===== config.mk =====
export PLATFORM = sky130hd
export DESIGN_NAME = mtsc_query_engine_flat
export DESIGN_NICKNAME = d
export VERILOG_FILES = /design/src/rtl/mtsc_query_pkg.sv /design/src/rtl/mtsc_query_engine_if.sv /design/src/rtl/mtsc_collatz_lane.sv /design/src/rtl/mtsc_query_engine.sv /design/src/flat_wrapper.sv
export SDC_FILE = /design/constraint.sdc
export NUM_CORES = 1
export LEC_CHECK = 0
export ABC_AREA = 1
export ABC_CLOCK_PERIOD_IN_PS = 7200
export CELL_PAD_IN_SITES_DETAIL_PLACEMENT = 2
export CELL_PAD_IN_SITES_GLOBAL_PLACEMENT = 2
export CORE_ASPECT_RATIO = 2
export CORE_MARGIN = 10
export CORE_UTILIZATION = 30
export DETAILED_ROUTE_END_ITERATION = 6
export GPL_ROUTABILITY_DRIVEN = 0
export PLACE_DENSITY_LB_ADDON = 0.1
export SETUP_SLACK_MARGIN = 0.1
export SYNTH_ARGS = -nofsm -noshare
export SYNTH_HDL_FRONTEND = slang
export SYNTH_SLANG_ARGS = --single-unit

===== constraint.sdc =====
create_clock -name iClk -period 7.2 [get_ports iClk]
set_input_delay 0.72 -clock iClk [delete_from_list [all_inputs] [get_ports iClk]]
set_output_delay 0.72 -clock iClk [all_outputs]
set_load 0.02 [all_outputs]

===== src/rtl/mtsc_query_pkg.sv =====
// Shared types and default sizing for the slot-timed Collatz query engine.
// Lane state encoding plus the default widths and TTI length used by the top.
package mtsc_query_pkg;

   typedef enum logic [1:0] {
      IDLE = 2'd0,
      RUN  = 2'd1,
      DONE = 2'd2
   } laneState_t;

   localparam int NUM_CH_DEF         = 4;
   localparam int BW_QUERY_DATA_DEF  = 8;
   localparam int BW_STEP_DEF        = 16;
   localparam int BW_SESSION_DEF     = 32;
   localparam int BW_CLOCK_COUNT_DEF = 32;
   localparam int BW_SLOT_INDEX_DEF  = 32;
   localparam int DEF_TTI_LEN        = 250000;
   localparam int MAX_STEPS_DEF      = 1000;

endpackage


===== src/rtl/mtsc_query_engine_if.sv =====
// Per-lane query bus of the engine: load strobes/values in, lane status out.
// Lane n occupies slice [n*BW +: BW] of every flattened vector.
interface mtsc_query_engine_if #(
   parameter int NUM_CH        = mtsc_query_pkg::NUM_CH_DEF,
   parameter int BW_QUERY_DATA = mtsc_query_pkg::BW_QUERY_DATA_DEF,
   parameter int BW_STEP       = mtsc_query_pkg::BW_STEP_DEF
);
   logic [NUM_CH-1:0]               iQueryDataEn;
   logic [NUM_CH*BW_QUERY_DATA-1:0] iQueryData;
   logic [NUM_CH*BW_QUERY_DATA-1:0] oQueryData;
   logic [NUM_CH*BW_STEP-1:0]       oStepCount;
   logic [NUM_CH-1:0]               oQueryEnd;
   logic [NUM_CH-1:0]               oOverflow;
   logic [NUM_CH-1:0]               oTimeout;

   modport master (
      output iQueryDataEn, iQueryData,
      input  oQueryData, oStepCount, oQueryEnd, oOverflow, oTimeout
   );

   modport slave (
      input  iQueryDataEn, iQueryData,
      output oQueryData, oStepCount, oQueryEnd, oOverflow, oTimeout
   );
endinterface


===== src/rtl/mtsc_collatz_lane.sv =====
// One Collatz query lane: IDLE/RUN/DONE FSM, saturating step counter, sticky flags.
// Optional step limit enabled by QUERY_TIMEOUT_EN.
module mtsc_collatz_lane import mtsc_query_pkg::*; #(
   parameter int BW      = BW_QUERY_DATA_DEF,
   parameter int BW_STEP = BW_STEP_DEF
`ifdef QUERY_TIMEOUT_EN
   , parameter int MAX_STEPS = MAX_STEPS_DEF
`endif
) (
   input  logic               iClk,
   input  logic               iRsn,
   input  logic               iEn,
   input  logic [BW-1:0]      iValue,
   output logic [BW-1:0]      oData,
   output logic [BW_STEP-1:0] oSteps,
   output logic               oQueryEnd,
   output logic               oOverflow,
   output logic               oTimeout,
   output logic               oRun
);
   localparam logic [BW-1:0]      DATA_ONE = BW'(1);
   localparam logic [BW_STEP-1:0] STEP_ONE = BW_STEP'(1);

   laneState_t         state;
   logic [BW+1:0]      triple;
   logic [BW_STEP-1:0] stepsInc;

   // 3x+1 with two guard bits; any guard bit set means the result will not fit
   assign triple   = {1'b0, oData, 1'b0} + {2'b00, oData} + {{(BW+1){1'b0}}, 1'b1};
   assign stepsInc = (&oSteps) ? oSteps : oSteps + STEP_ONE;
   assign oRun     = (state == RUN);

`ifdef QUERY_TIMEOUT_EN
   localparam logic [BW_STEP-1:0] STEP_LIMIT = BW_STEP'(MAX_STEPS - 1);
   logic timeoutQ;
   assign oTimeout = timeoutQ;
`else
   assign oTimeout = 1'b0;
`endif

   always_ff @(posedge iClk or negedge iRsn) begin
      if (!iRsn) begin
         state     <= IDLE;
         oData     <= '0;
         oSteps    <= '0;
         oQueryEnd <= 1'b0;
         oOverflow <= 1'b0;
`ifdef QUERY_TIMEOUT_EN
         timeoutQ  <= 1'b0;
`endif
      end else begin
         oQueryEnd <= 1'b0;
         if (iEn) begin
            // a load always wins, aborting any query in flight without a pulse
            oData     <= iValue;
            oSteps    <= '0;
            oOverflow <= (iValue == '0);
            state     <= (iValue == '0) ? IDLE : RUN;
`ifdef QUERY_TIMEOUT_EN
            timeoutQ  <= 1'b0;
`endif
         end else begin
            case (state)
               RUN: begin
                  if (oData == DATA_ONE) begin
                     state     <= DONE;
                     oQueryEnd <= 1'b1;
                  end else if (oData[0] && (|triple[BW+1:BW])) begin
                     oOverflow <= 1'b1;
                     state     <= DONE;
                     oQueryEnd <= 1'b1;
                  end else begin
                     oData  <= oData[0] ? triple[BW-1:0] : (oData >> 1);
                     oSteps <= stepsInc;
`ifdef QUERY_TIMEOUT_EN
                     if (oSteps == STEP_LIMIT) begin
                        timeoutQ  <= 1'b1;
                        state     <= DONE;
                        oQueryEnd <= 1'b1;
                     end
`endif
                  end
               end
               DONE:    state <= IDLE;
               default: state <= IDLE;
            endcase
         end
      end
   end
endmodule


===== src/rtl/mtsc_query_engine.sv =====
// Slot-timed query engine: shared session/slot timer plus NUM_CH Collatz lanes.
// Build option QUERY_TIMEOUT_EN adds a per-lane step limit of MAX_STEPS.
module mtsc_query_engine import mtsc_query_pkg::*; #(
   parameter int NUM_CH         = NUM_CH_DEF,
   parameter int BW_QUERY_DATA  = BW_QUERY_DATA_DEF,
   parameter int BW_STEP        = BW_STEP_DEF,
   parameter int BW_SESSION     = BW_SESSION_DEF,
   parameter int BW_CLOCK_COUNT = BW_CLOCK_COUNT_DEF,
   parameter int BW_SLOT_INDEX  = BW_SLOT_INDEX_DEF,
   parameter int DEF_TTI_LEN    = mtsc_query_pkg::DEF_TTI_LEN
`ifdef QUERY_TIMEOUT_EN
   , parameter int MAX_STEPS    = MAX_STEPS_DEF
`endif
) (
   input  logic                      iClk,
   input  logic                      iRsn,
   input  logic                      iStart,
   input  logic [BW_CLOCK_COUNT-1:0] iTtiLen,
   output logic                      oSlotTick,
   output logic [BW_SLOT_INDEX-1:0]  oSlotIndex,
   output logic [BW_SESSION-1:0]     oSession,
   mtsc_query_engine_if.slave        qIf,
   output logic                      oEnd
);
   localparam logic [BW_CLOCK_COUNT-1:0] TTI_DEF = BW_CLOCK_COUNT'(DEF_TTI_LEN);

   logic [BW_CLOCK_COUNT-1:0] slotCount;
   logic [BW_CLOCK_COUNT-1:0] ttiLen;
   logic                      slotLast;

   logic [NUM_CH-1:0][BW_QUERY_DATA-1:0] laneData;
   logic [NUM_CH-1:0][BW_STEP-1:0]       laneSteps;
   logic [NUM_CH-1:0]                    laneRun;

   assign slotLast  = (oSession != '0) && (slotCount == ttiLen - BW_CLOCK_COUNT'(1));
   assign oSlotTick = iStart | slotLast;
   assign oEnd      = (oSession != '0) && !(|laneRun);

   always_ff @(posedge iClk or negedge iRsn) begin
      if (!iRsn) begin
         oSession   <= '0;
         oSlotIndex <= '0;
         slotCount  <= '0;
         ttiLen     <= TTI_DEF;
      end else if (iStart) begin
         oSession   <= oSession + BW_SESSION'(1);
         oSlotIndex <= '0;
         slotCount  <= '0;
         ttiLen     <= (iTtiLen != '0) ? iTtiLen : TTI_DEF;
      end else if (slotLast) begin
         slotCount  <= '0;
         oSlotIndex <= oSlotIndex + BW_SLOT_INDEX'(1);
      end else if (oSession != '0) begin
         slotCount  <= slotCount + BW_CLOCK_COUNT'(1);
      end
   end

   for (genvar n = 0; n < NUM_CH; n++) begin : gLane
      mtsc_collatz_lane #(
         .BW        (BW_QUERY_DATA),
         .BW_STEP   (BW_STEP)
`ifdef QUERY_TIMEOUT_EN
         , .MAX_STEPS (MAX_STEPS)
`endif
      ) uLane (
         .iClk      (iClk),
         .iRsn      (iRsn),
         .iEn       (qIf.iQueryDataEn[n]),
         .iValue    (qIf.iQueryData[n*BW_QUERY_DATA +: BW_QUERY_DATA]),
         .oData     (laneData[n]),
         .oSteps    (laneSteps[n]),
         .oQueryEnd (qIf.oQueryEnd[n]),
         .oOverflow (qIf.oOverflow[n]),
         .oTimeout  (qIf.oTimeout[n]),
         .oRun      (laneRun[n])
      );
   end

   assign qIf.oQueryData = laneData;
   assign qIf.oStepCount = laneSteps;
endmodule


===== src/flat_wrapper.sv =====
// flat-port wrapper written by rule: the top's interface ports become plain ports
module mtsc_query_engine_flat import mtsc_query_pkg::*;
#(
   parameter int NUM_CH         = NUM_CH_DEF,
   parameter int BW_QUERY_DATA  = BW_QUERY_DATA_DEF,
   parameter int BW_STEP        = BW_STEP_DEF,
   parameter int BW_SESSION     = BW_SESSION_DEF,
   parameter int BW_CLOCK_COUNT = BW_CLOCK_COUNT_DEF,
   parameter int BW_SLOT_INDEX  = BW_SLOT_INDEX_DEF,
   parameter int DEF_TTI_LEN    = mtsc_query_pkg::DEF_TTI_LEN

)
  (iClk, iRsn, iStart, iTtiLen, oSlotTick, oSlotIndex, oSession, oEnd, qIf_iQueryDataEn, qIf_iQueryData, qIf_oQueryData, qIf_oStepCount, qIf_oQueryEnd, qIf_oOverflow, qIf_oTimeout);
  mtsc_query_engine_if #(.NUM_CH(NUM_CH), .BW_QUERY_DATA(BW_QUERY_DATA), .BW_STEP(BW_STEP)) qIf_i ();
  input  logic iClk;
  input  logic iRsn;
  input  logic iStart;
  input  logic [BW_CLOCK_COUNT-1:0] iTtiLen;
  output logic oSlotTick;
  output logic [BW_SLOT_INDEX-1:0] oSlotIndex;
  output logic [BW_SESSION-1:0] oSession;
  output logic oEnd;
  input wire logic [$bits(qIf_i.iQueryDataEn)-1:0] qIf_iQueryDataEn;
  input wire logic [$bits(qIf_i.iQueryData)-1:0] qIf_iQueryData;
  output wire logic [$bits(qIf_i.oQueryData)-1:0] qIf_oQueryData;
  output wire logic [$bits(qIf_i.oStepCount)-1:0] qIf_oStepCount;
  output wire logic [$bits(qIf_i.oQueryEnd)-1:0] qIf_oQueryEnd;
  output wire logic [$bits(qIf_i.oOverflow)-1:0] qIf_oOverflow;
  output wire logic [$bits(qIf_i.oTimeout)-1:0] qIf_oTimeout;
  assign qIf_i.iQueryDataEn = qIf_iQueryDataEn;
  assign qIf_i.iQueryData = qIf_iQueryData;
  assign qIf_oQueryData = qIf_i.oQueryData;
  assign qIf_oStepCount = qIf_i.oStepCount;
  assign qIf_oQueryEnd = qIf_i.oQueryEnd;
  assign qIf_oOverflow = qIf_i.oOverflow;
  assign qIf_oTimeout = qIf_i.oTimeout;
  mtsc_query_engine #(.NUM_CH(NUM_CH), .BW_QUERY_DATA(BW_QUERY_DATA), .BW_STEP(BW_STEP), .BW_SESSION(BW_SESSION), .BW_CLOCK_COUNT(BW_CLOCK_COUNT), .BW_SLOT_INDEX(BW_SLOT_INDEX), .DEF_TTI_LEN(DEF_TTI_LEN)) u_core (.iClk(iClk), .iRsn(iRsn), .iStart(iStart), .iTtiLen(iTtiLen), .oSlotTick(oSlotTick), .oSlotIndex(oSlotIndex), .oSession(oSession), .qIf(qIf_i), .oEnd(oEnd));
endmodule

# Word level (Yosys, flattened, before mapping)
# Cells that the tools add are included.
dict set report classes {
  addsub 16
  eq_ne 25
  muxes 98
  bitwise 1
  reduce_logical 44
}
# operator count
set op_table {}
lappend op_table {{16-bit two-way mux} 20}
lappend op_table {{32-bit two-way mux} 6}
lappend op_table {{8-bit two-way mux} 20}
lappend op_table {{32-bit by 1-bit adder with 32-bit output, second input constant} 3}
lappend op_table {{16-bit by 1-bit adder with 16-bit output, second input constant} 4}
lappend op_table {{16-bit AND reduction} 4}
lappend op_table {{32-bit nonzero test} 2}
lappend op_table {{10-bit by 1-bit adder with 10-bit output, second input constant} 4}
lappend op_table {{9-bit by 8-bit adder with 10-bit output} 4}
lappend op_table {{1-bit two-way mux} 36}
lappend op_table {{32-bit equality test} 1}
lappend op_table {{8-bit by 1-bit equality test with 1-bit output, second input constant} 4}
lappend op_table {{8-bit logical NOT} 4}
lappend op_table {{2-bit two-way mux} 16}
lappend op_table {{32-bit by 1-bit subtractor with 32-bit output, second input constant} 1}
lappend op_table {{2-bit inequality test, second input constant} 12}
lappend op_table {{3-bit AND reduction} 8}
lappend op_table {{2-bit nonzero test} 9}
lappend op_table {{4-bit by 2-bit inequality test with 1-bit output, second input constant} 4}
lappend op_table {{4-bit AND reduction} 4}
lappend op_table {{2-bit by 1-bit equality test with 1-bit output, second input constant} 4}
lappend op_table {{2-bit OR reduction} 4}
lappend op_table {{1-bit logical AND} 6}
lappend op_table {{4-bit OR reduction} 1}
lappend op_table {{other kinds (3)} 3}
dict set report totals {
  regBits 240
  input_bits 71
  out_inout_bits 174
  word_cells 208
}

# Depth between registers and ports, before layout
dict set report depth {
  depth_word 8
  mapped_depth 18
  ltp_nobuf 17
}

# By module
# A second synthesis with hierarchy kept.
dict set report unflattened {
  cells_unflattened 2521
  area_unflattened_um2 17848.4
}
# mod n_inst cells_per_inst area_per_inst_um2 seq_area_each_um2
set modules_own_cells {}
lappend modules_own_cells {mtsc_query_engine 1 1259 8859.7 3211.8}
lappend modules_own_cells {{mtsc_collatz_lane at u_core.gLane[0].uLane ...} 3 315 2245.9 700.7}
lappend modules_own_cells {{mtsc_collatz_lane at u_core.gLane[2].uLane} 1 317 2250.9 700.7}

# Worst setup path before layout
# OpenSTA, ideal clock, no wires.
dict set report synth_path {
  path_kind {reg2out}
  start {register u_core.ttiLen[0]}
  end {output port oSlotTick}
  arrival_ns 2.171
  t_required_ns 6.480
  path_slack_ns 4.309
  path_stages_with_launch 13
  n_path_buf 1
  path_cell_list {dfrtp_1 -> inv_1 -> ha_1 -> nand2_4 -> nor2_8 -> nand3_2 -> xor2_1 -> a21oi_1 -> nand3_1 -> nor2_4 -> nand2_4 -> nand2_4 -> buf_4}
}
dict set report synth_between {
  elab_chain_len 4
}
# element line
set synth_rtl {}
lappend synth_rtl {{start: declaration} mtsc_query_engine.sv:28} ;# logic [BW_CLOCK_COUNT-1:0] ttiLen;
lappend synth_rtl {{start signal: assignment} mtsc_query_engine.sv:49} ;# ttiLen <= (iTtiLen != '0) ? iTtiLen : TTI_DEF;
lappend synth_rtl {{32-bit by 1-bit subtractor with 32-bit output} mtsc_query_engine.sv:35} ;# assign slotLast = (oSession != '0) && (slotCount == ttiLen - BW_CLOCK_COUNT'(1));
lappend synth_rtl {{32-bit equality test} mtsc_query_engine.sv:35}
lappend synth_rtl {{1-bit logical AND} mtsc_query_engine.sv:35}
lappend synth_rtl {{1-bit OR} mtsc_query_engine.sv:36} ;# assign oSlotTick = iStart | slotLast;
lappend synth_rtl {{end: declaration} flat_wrapper.sv:19} ;# output logic oSlotTick;
# Every way passes these cells.

# Worst setup path in the final report
# Ends and elaborated chain as after synthesis.

==> summary.txt <==
Setup path
  • Cell count of the worst reg-to-reg path: 10
  • Critical path endpoint category: primary output
  • Crit path max fanout: 45
  • Crit path buffers/inverters: 2
  • Critical R2R Capture: u_core.gLane[3].uLane.oSteps[2]
  • Slowest CP cell: clkdlybuf4s50_1
  • R2R Setup Slk: 3.44 ns
  • Critical Path Most Common Cell: nand2_4
  • Worst Path Arrival: 4.44 ns
  • R2r startpoint: u_core.gLane[3].uLane.oData[0]
  • Delay-heaviest family, CP: simple AND/OR/NAND/NOR gates
  • Crit-path max cell delay: 0.72 ns
  • CP Cell Sequence: inv_1, ha_1, nand2_4, nor2_8, nand3_2, xnor2_1, nand4_1, nor2_1, nand2_1, nor2_4, nand2_4, nand2_4, clkdlybuf4s50_1
  • Worst EP required: 6.48 ns
  • Startpoint Class: flip-flop
  • Setup CP Type: reg -> out

Synthesis
  • Synth area leaders: dfrtp_1, nand2_1, xor2_1
  • Yosys top cell area share: 35.2%
  • Post-synthesis sequential area ratio: 36.3%
  • Syn Area/Cell: 7.26 µm²
  • Synth Cell Area: 16600 µm²
  • EDFF count, synth: 0
  • Distinct cells, synth: 54
  • Post-Synthesis Cells: 2282
  • Commonest register cell after synthesis: dfrtp_1
  • Post-synth top area cell: dfrtp_1
  • Ys Warns: 0
  • Synthesized flop and latch total: 240
  • Async SR Flop Fraction: 100%

Global route
  • Largest net degree at the start of global routing: 87
  • Aggregate global routing overflow: 0
  • All-Layer GR Usage: 20.8%
  • GR peak layer: met2
  • First-pass GRT wire length: 108 mm
  • Antenna violations before repair: 0
  • GR Util met1: 19.2%
  • Vias in the first global route: 19343
  • Met2 GRT Util: 42.4%
  • GR met3 Demand/Resource: 3.93%

Floorplanning
  • Initial core utilization: 30.3%
  • Site row count: 121
  • Die Height: 352 µm
  • Ports: 245
  • Core Region: 54700 µm²
  • Die area: 65600 µm²
  • Horiz. Die Dim: 186 µm

STA
  • Fmax: 194 MHz
  • Worst Skew: 0.0152 ns
  • Rel. slew slack: 19.7%
  • Period utilisation layout: 71.7%
  • Final min period: 5.16 ns
  • RSZ-0062 raised after global routing: no
  • Fin worst setup slack: 2.04 ns
  • Final Hold Vio Count: 0
  • Slew Limit Fails: 0
  • Hold Worst Slack: 0.124 ns
  • Setup Viol. Count Final: 0
  • Worst-margin pin slew: 1.20 ns
  • TNS Setup: 0 ns

Status
  • Outcome: finished, final reports clean

Power
  • Comb pwr share: 43.4%
  • Sequential fraction of design power: 30.6%
  • Net switching power: 0.00261 W
  • Leak pwr: 9.00 nW
  • VDD IR max: 0.230 mV
  • Switching share of total power: 43.5%
  • Internal Pwr Total: 0.00339 W
  • Clock share of power: 26.0%
  • Pwr per Cell Area: 291 nW/µm²

Clock tree
  • Clock buffer count from CTS: 29
  • Worst-path clk slew: 0.06 ns
  • Cts hold-fix bufs: 0
  • Setup bufs post-CTS: 0
  • CTS resizes: 0
  • Clk sink count: 240
  • Worst skew pair latency: 0.59 ns
  • TritonCTS clock tree: done
  • Max clock buf depth: 3
  • Clk root buf: clkbuf_16
  • CTS HTree Levels: 1

Drt
  • First DRT Iteration DRCs: 560
  • Vias per inst: 5.11
  • Drt total wl: 68.7 mm
  • Final ANT Viol Nets: 0
  • WL/cell: 21.1 µm
  • DRC viols: 0
  • Via count: 16624
  • Detailed Routing Iterations Pass 1: 5

Cells and area
  • Fin util: 37.7%
  • Proportion of layout cells with a drive suffix above 1: 4.93%
  • Area added between synthesis and finish: 24.3%
  • N_diodes: 0
  • # nets final: 2638

Worst hold path
  • HP Class: in -> async

Placed design
  • Setup WS pre-CTS: 2.63 ns
  • Port Buffer Count: 240
  • HPWL Detailed: 53.9 mm

Run
  • Maxcap violations: 0
[worst reg2reg max path: stages (launching register included)]
cell	delay, ns
dfrtp_1	0.68
clkinv_1	0.45
ha_1	0.44
nor3b_1	0.06
a21oi_1	0.24
o21ai_0	0.17
a21oi_1	0.17
nand2_1	0.11
nand3_1	0.11
nand3_1	0.76
o21ai_0	0.47
[sequential cells by signal, summed over array words and instances (netlist names), named ones only]
name / cells
u_core.gLane.uLane.oOverflow: 4
u_core.slotCount: 32
u_core.gLane.uLane.oSteps: 64
u_core.gLane.uLane.state: 8
u_core.oSlotIndex: 32
u_core.gLane.uLane.oQueryEnd: 4
u_core.gLane.uLane.oData: 28
u_core.oSession: 32
u_core.ttiLen: 32
[cell usage after synthesis (all sizes together), types with 31 or more instances]
master	n
nand2	606
nor2	243
dfrtp	233
inv	233
o21ai	169
nand3	147
xor2	123
nand4	70
ha	69
nor3	65
a21oi	55
xnor2	45
nor4	43
clkbuf	41
or2	31
[through the flow]
step	power, W	cells	cell area, µm²
floorplan	0.00345	2285	16600
global placement	0.00438	3201	19600
detailed placement	0.00450	3201	19600
CTS	0.00613	3252	20600
global route	0.00649	3252	20600
finish	0.00600	3252	20600
[final cells by class]
type / count / area [µm²]
Clock buffer: 37 / 816
Clock inverter: 14 / 151
Fill cell: 6479 / 34000
Inverter: 235 / 882
Multi-Input combinational cell: 1740 / 9360
Sequential cell: 240 / 6010
Tap cell: 738 / 923
Timing Repair Buffer: 248 / 2460
[cell families after synthesis]
kind of cell               Yosys count  share of synthesized area, %
AOI/OAI and AO/OA                  274                          9.10
xor gates and xnor gates           169                          9.01
adders and majority gates           73                          5.69
buffers and inverters              305                          7.35
DFF                                240                          36.3
other                                1                        0.0226
and+or+nand+nor                   1220                          32.5
[power groups by stage]
| stage | Sequential (W) | Clock, W | Combinational [W] |
|---|---|---|---|
| finish | 0.00184 | 0.00156 | 0.00261 |
| global placement | 0.00186 | 0 | 0.00252 |
| floorplan | 0.00192 | 0 | 0.00154 |
| CTS | 0.00185 | 0.00162 | 0.00266 |
| detailed placement | 0.00187 | 0 | 0.00263 |
| global route | 0.00188 | 0.00166 | 0.00295 |
[per-layer routing]
metal	share of wire [%]	vias to the layer above
li1	-	7834
met1	34	8377
met2	58	306
met3	4.9	107
met4	3.5	0
met5	0	-
[worst max path at each step]
stage                          start        end  cells after the start  slack [ns]
finish              u_core.ttiLen[0]  oSlotTick                     13        2.04
floorplan           u_core.ttiLen[0]  oSlotTick                     12        4.31
global placement    u_core.ttiLen[0]  oSlotTick                     13        2.77
global route        u_core.ttiLen[0]  oSlotTick                     13        1.70
detailed placement  u_core.ttiLen[0]  oSlotTick                     13        2.63
CTS                 u_core.ttiLen[0]  oSlotTick                     13        1.98
[placed cells by master (no fill, tap or decap), drive strengths merged, types with 2 or more instances in the layout]
| cell | count |
|---|---|
| o211ai | 5 |
| a31o | 2 |
| ha | 69 |
| a22oi | 2 |
| clkbuf | 37 |
| inv | 234 |
| dfrtp | 233 |
| nand4 | 70 |
| clkinv | 11 |
| o21ai | 169 |
| clkdlybuf4s50 | 238 |
| or2 | 31 |
| o21bai | 15 |
| nor4 | 43 |
| nand3 | 147 |
| a211oi | 5 |
| xor2 | 123 |
| a31oi | 3 |
| a221oi | 4 |
| conb | 4 |
| nor2 | 243 |
| nor3 | 65 |
| o21a | 2 |
| buf | 10 |
| dfstp | 7 |
| o221ai | 7 |
| nand3b | 7 |
| nor3b | 3 |
| nand2 | 606 |
| xnor2 | 45 |
| and3 | 2 |
| fa | 4 |
| a21oi | 55 |
| bufinv | 3 |
Note: power is estimated with default switching activity, not from simulation.
